`config.mk`:
```
export PLATFORM = sky130hd
export DESIGN_NAME = pc_update_sequencer
export DESIGN_NICKNAME = d
export VERILOG_FILES = /design/src/rtl/pc_update_sequencer.sv
export SDC_FILE = /design/constraint.sdc
export NUM_CORES = 1
export LEC_CHECK = 0
export CAP_MARGIN = 30
export CORE_MARGIN = 3
export CORE_UTILIZATION = 45
export CTS_CLUSTER_SIZE = 28
export DETAILED_ROUTE_END_ITERATION = 10
export GPL_ROUTABILITY_DRIVEN = 0
export PLACE_DENSITY = 0.76
export SLEW_MARGIN = 0
export SYNTH_ARGS = -nofsm -noshare
export SYNTH_HDL_FRONTEND = slang
export SYNTH_SLANG_ARGS = --single-unit
```
`constraint.sdc`:
```
create_clock -name clk -period 1.69 [get_ports clk]
set_clock_uncertainty 0.1 [all_clocks]
set_input_delay 0.2535 -clock clk [delete_from_list [all_inputs] [get_ports clk]]
set_output_delay 0.2535 -clock clk [all_outputs]
set_load 0.01 [all_outputs]
```
`src/rtl/pc_update_sequencer.sv`:
```
// pc_update_sequencer
//
// Purpose: owns every write to the PC register. A one-cycle request from
// the main control unit (seq, jump, jr, branch, rte, or one of three
// exceptions) is turned into the PC-source mux select and the PCWrite and
// EPCWrite strobes. For exceptions, the block also runs the EPC save and
// the exception-vector fetch from memory. A one-cycle done pulse marks the
// final cycle of each request.
//
// Ports:
//   clk           in   system clock, rising edge
//   reset         in   asynchronous, active-high reset
//   start         in   request strobe, sampled only while idle
//   req_type      in   3-bit request code (000 seq .. 111 exc_div0)
//   branch_taken  in   branch condition, sampled with start
//   PCsource      out  PC mux select (000 jump, 001 EPC, 010 ALU,
//                      011 ALU_out, 100 exception vector)
//   PCWrite       out  PC register load enable
//   EPCWrite      out  EPC register load enable
//   alu_pc_minus4 out  asks main control to drive the ALU with PC-4
//   MemRead       out  memory read strobe for the vector fetch
//   exc_addr      out  vector address (0xFD / 0xFE / 0xFF)
//   exc_cause     out  latched cause (01 opcode, 10 overflow, 11 div0)
//   busy          out  high in every state except IDLE
//   done          out  one-cycle pulse on the final cycle of a request
//
// Every output is a register loaded from the next state. This makes each
// output a pure function of the state being entered, with no
// combinational path from the inputs.

module pc_update_sequencer #(
  parameter int MEM_LAT = 2
) (
  input  logic       clk,
  input  logic       reset,
  input  logic       start,
  input  logic [2:0] req_type,
  input  logic       branch_taken,
  output logic [2:0] PCsource,
  output logic       PCWrite,
  output logic       EPCWrite,
  output logic       alu_pc_minus4,
  output logic       MemRead,
  output logic [7:0] exc_addr,
  output logic [1:0] exc_cause,
  output logic       busy,
  output logic       done
);

  typedef enum logic [2:0] {
    ST_IDLE     = 3'd0,
    ST_WRITE    = 3'd1,
    ST_EXC_EPC  = 3'd2,
    ST_EXC_MEM  = 3'd3,
    ST_EXC_LOAD = 3'd4
  } state_t;

  localparam logic [3:0] LAT_M1 = 4'(MEM_LAT - 1);

  state_t     state_r;
  state_t     next_state_s;
  logic [3:0] cnt_r;
  logic [3:0] cnt_nxt_s;

  logic [2:0] pcsource_nxt_s;
  logic       pcwrite_nxt_s;
  logic       epcwrite_nxt_s;
  logic       alu_nxt_s;
  logic       memread_nxt_s;
  logic [7:0] exc_addr_nxt_s;
  logic [1:0] exc_cause_nxt_s;
  logic       busy_nxt_s;
  logic       done_nxt_s;

  // Exception codes 101/110/111 map their low two bits onto the cause.
  // The vector address is 0xFC plus that cause.
  function automatic logic is_exception(input logic [2:0] t);
    return (t[2] == 1'b1) && (t[1:0] != 2'b00);
  endfunction

  // PC mux select used during the WRITE cycle of non-exception requests.
  function automatic logic [2:0] write_source(input logic [2:0] t);
    logic [2:0] src;
    case (t)
      3'b000:  src = 3'b010;   // seq: ALU result (PC+4)
      3'b001:  src = 3'b000;   // jump target
      3'b010:  src = 3'b010;   // jr: ALU result (register value)
      3'b011:  src = 3'b011;   // branch: ALU_out holds the target
      3'b100:  src = 3'b001;   // rte: EPC
      default: src = 3'b000;
    endcase
    return src;
  endfunction

  // State and wait counter register.
  always_ff @(posedge clk or posedge reset) begin
    if (reset) begin
      state_r <= ST_IDLE;
      cnt_r   <= 4'd0;
    end else begin
      state_r <= next_state_s;
      cnt_r   <= cnt_nxt_s;
    end
  end

  // Next-state decode together with the output values of the state being entered.
  always_comb begin
    next_state_s    = state_r;
    cnt_nxt_s       = cnt_r;
    pcsource_nxt_s  = 3'b000;
    pcwrite_nxt_s   = 1'b0;
    epcwrite_nxt_s  = 1'b0;
    alu_nxt_s       = 1'b0;
    memread_nxt_s   = 1'b0;
    done_nxt_s      = 1'b0;
    exc_addr_nxt_s  = exc_addr;
    exc_cause_nxt_s = exc_cause;

    case (state_r)
      ST_IDLE: begin
        if (start) begin
          if (is_exception(req_type)) begin
            next_state_s    = ST_EXC_EPC;
            exc_cause_nxt_s = req_type[1:0];
            exc_addr_nxt_s  = {6'b111111, req_type[1:0]};
            epcwrite_nxt_s  = 1'b1;
            alu_nxt_s       = 1'b1;
          end else begin
            next_state_s   = ST_WRITE;
            pcsource_nxt_s = write_source(req_type);
            done_nxt_s     = 1'b1;
            // An untaken branch still completes, but leaves PC alone.
            if ((req_type == 3'b011) && !branch_taken) begin
              pcwrite_nxt_s = 1'b0;
            end else begin
              pcwrite_nxt_s = 1'b1;
            end
          end
        end else begin
          next_state_s = ST_IDLE;
        end
      end
      ST_WRITE: begin
        next_state_s = ST_IDLE;
      end
      ST_EXC_EPC: begin
        next_state_s  = ST_EXC_MEM;
        cnt_nxt_s     = LAT_M1;
        memread_nxt_s = 1'b1;
      end
      ST_EXC_MEM: begin
        if (cnt_r == 4'd0) begin
          next_state_s   = ST_EXC_LOAD;
          pcwrite_nxt_s  = 1'b1;
          pcsource_nxt_s = 3'b100;
          done_nxt_s     = 1'b1;
        end else begin
          cnt_nxt_s     = cnt_r - 4'd1;
          memread_nxt_s = 1'b1;
        end
      end
      ST_EXC_LOAD: begin
        next_state_s = ST_IDLE;
      end
      default: begin
        next_state_s = ST_IDLE;
      end
    endcase

    busy_nxt_s = (next_state_s != ST_IDLE);
  end

  // Output registers, loaded with the values that belong to the next state.
  always_ff @(posedge clk or posedge reset) begin
    if (reset) begin
      PCsource      <= 3'b000;
      PCWrite       <= 1'b0;
      EPCWrite      <= 1'b0;
      alu_pc_minus4 <= 1'b0;
      MemRead       <= 1'b0;
      exc_addr      <= 8'h00;
      exc_cause     <= 2'b00;
      busy          <= 1'b0;
      done          <= 1'b0;
    end else begin
      PCsource      <= pcsource_nxt_s;
      PCWrite       <= pcwrite_nxt_s;
      EPCWrite      <= epcwrite_nxt_s;
      alu_pc_minus4 <= alu_nxt_s;
      MemRead       <= memread_nxt_s;
      exc_addr      <= exc_addr_nxt_s;
      exc_cause     <= exc_cause_nxt_s;
      busy          <= busy_nxt_s;
      done          <= done_nxt_s;
    end
  end

endmodule

```
==> flow_summary.yaml <==
sta:
  worst_pin_slew_ps: 346
  fin_crit_ps: 1620
  setup_viol: 0
  post-route-period-util_pct: 95.7
  tns_ps: 0
  slew_headroom_pct: 76.6
  rsz0062_at_grt: "false"
  setup_slack_ps: 72.5
  timing.fmax_mhz: 618
  maxSlewViolCount: 0
  hold_violations: 0
setup_path:
  critPathRequiredTime_ps: 1800
  crit_path_top_delay_cell: "or4b_1"
  crit_path_end_kind: "flip-flop"
  critPathTopFamily: "simple AND/OR/NAND/NOR gates"
  crit_fanout: 6
  arrival_ps: 1720
  path_cells: "inv_1 -> ha_1 -> nor3b_4 -> or4b_1 -> o211ai_1"
  slowest_delay_ps: 470
  setup.worst_path.class: "flip-flop to flip-flop"
  cp-start-kind: "flip-flop"
  path_buf_inv: 1
logic_synthesis:
  yosys.cell_types.count: 29
  ys_ff_latch: 18
  synth_seq_area_share_pct: 52.4
  synthCells: 80
  synth_area_per_cell_sq_um: 10.7
  synth_fp_nets: 89
  yosysWarnings: 0
  syn_area_sq_um: 860
global_routing:
  overflow: 0
  grt_pass1_wl_um: 2660
  track_usage_pct: 14.3
  antenna_found_initial: 0
  grt_pass1_vias: 602
  grt_start_max_net_pins: 19
floorplan:
  dieWidth_um: 49.7
  core_area_sq_um: 1760
  pin_count: 26
  die-height_um: 49.7
  rows: 15
  die_area_sq_um: 2470
  start_util_pct: 48.7
placed_design:
  pre_cts_ws_ps: -84.3
  post-dp-hpwl_um: 1230
  port_buffers: 25
  dpl.cell_count: 126
power_and_ir_drop:
  p_per_area_nw_per_um2: 1470
  ir_drop_uv: 847
  power_leakage_nw: 0.511
  switching_share_pct: 33.7
  p_comb_share_pct: 45.8
  clkPwrFrac_pct: 14.7
  p_sw_w: 0.000576
  p_seq_share_pct: 39.5
  internal-power_w: 0.00113
run:
  drv_cap: 0
clocking:
  clk_latency_ps: 280
  clk_pin_slew_ps: 100
  cts_buffers: 3
  ctsHoldBuffers: 0
  post_cts_resized: 0
  clockRootBuffer: "clkbuf_4"
  cts_tree: "done"
  clock_sinks: 18
  clock_path_buffers: 2
  h-tree-depth: 1
  cts_setup_buffers: 0
detailed_routing:
  routed-via-count: 629
  wl_per_cell_um: 11.7
  drt_pass1_iterations: 3
  via_per_inst: 4.84
  drt-initial-drc-count: 7
  drcViolationCount: 0
  wl_um: 1520
  drtAntennaViolNets: 0
finish:
  area_growth_pct: 34.8
  antenna_cells: 0
  drive_gt1_share_pct: 14.3
  final_nets: 115
  mostFrequentLayoutCells: "25 x clkdlybuf4s50_1, 17 x dfrtp_1, 8 x nand2_1"
  final_core_util_pct: 65.7
  final_cells: 130
  final_common_cell: "clkdlybuf4s50_1"
outcome:
  run_status: "finished, final reports clean"
hold_path:
  hold_class: "primary input to asynchronous set/reset pin"
[final timing paths]
check | startpoint | to | slack [ps] | cells past startpoint
max | cnt_r[0]$_DFFE_PP0P_ | cnt_r[1]$_DFFE_PP0P_ | 70 | 5
min in group clk | exc_addr[1]$_DFFE_PP0P_ | exc_addr[1]$_DFFE_PP0P_ | 430 | 2
max in group asynchronous | reset | exc_addr[2]$_DFFE_PP0P_ | 1120 | 3
max reg2reg | cnt_r[0]$_DFFE_PP0P_ | cnt_r[1]$_DFFE_PP0P_ | 70 | 5
min reg2reg | exc_addr[1]$_DFFE_PP0P_ | exc_addr[1]$_DFFE_PP0P_ | 430 | 2
min | reset | PCWrite$_DFF_PP0_ | 170 | 3
[final cells by class]
cell class / count / area, sq um
fillers: 156 / 606
flip-flops and latches: 18 / 452
multi-input cells: 48 / 329
repair buffers: 31 / 295
clock buffers: 4 / 36.3
well taps: 25 / 31.3
inverters: 4 / 15.0
[cell families (layout without fill, tap and decap cells)]
logic type                 count (synthesis)  in the layout  share of synthesized area, %
AOI/OAI and AO/OA                         15             15                          12.1
buffers and inverters                     14             39                          10.0
and+or+nand+nor                           31             31                          22.6
adders and majority gates                  2              2                          2.91
DFF                                       18             18                          52.4
[routing by layer]
metal | wire length [um] | GRT usage (%) | up-vias
met5 | 0 | 0 | -
met4 | 17 | 5.53 | 0
met3 | 77 | 5.44 | 2
met2 | 748 | 22.0 | 16
met1 | 672 | 18.1 | 291
li1 | - | - | 320
[tightest hold or removal path: stages]
cell	delay, ps
clkdlybuf4s50_1	400
inv_1	50
buf_4	230
[sequential cells by signal, indices dropped and copies added (netlist names)]
signal and cells:
cnt_r 4, PCsource 3, exc_addr 3, state_r 3
MemRead 1, PCWrite 1, alu_pc_minus4 1, busy 1
done 1
[cell usage after synthesis, drive strengths merged]
master | count | area, sq um
a21o | 1 | 7.51
a21oi | 3 | 18.8
and3 | 2 | 12.5
buf | 9 | 67.6
clkbuf | 1 | 3.75
dfrtp | 18 | 450
ha | 2 | 25.0
inv | 4 | 15.0
nand2 | 8 | 30.0
nand2b | 3 | 18.8
nand3 | 2 | 10.0
nand3b | 1 | 7.51
nor2 | 2 | 15.0
nor2b | 5 | 31.3
nor3 | 2 | 15.0
nor3b | 1 | 12.5
nor4b | 1 | 8.76
o2111ai | 1 | 8.76
o211ai | 3 | 22.5
o21ai | 4 | 20.0
o2bb2ai | 1 | 8.76
o31ai | 1 | 7.51
o32a | 1 | 10.0
or2 | 2 | 12.5
or4b | 2 | 20.0
[metrics by stage]
| stage | hold WS, ps | instance area, sq um | total power, W |
|---|---|---|---|
| 5_1_grt | 214 | 1160 | 0.00183 |
| 4_1_cts | 174 | 1150 | 0.00171 |
| 3_5_place_dp | 412 | 1110 | 0.00146 |
| 3_3_place_gp | 410 | 1110 | 0.00143 |
| 6_report | 171 | 1160 | 0.00171 |
| 2_1_floorplan | 92.1 | 860 | 0.00112 |
[power groups by stage]
stage / Clock, W / Combinational, W / Sequential, W
final: 0.000251 / 0.000781 / 0.000674
after global routing: 0.000277 / 0.000854 / 0.000699
after CTS: 0.000260 / 0.000779 / 0.000669
after detailed placement: 0 / 0.000778 / 0.000678
after global placement: 0 / 0.000759 / 0.000674
after floorplan: 0 / 0.000420 / 0.000702
Power figures use the tool's default switching activity.
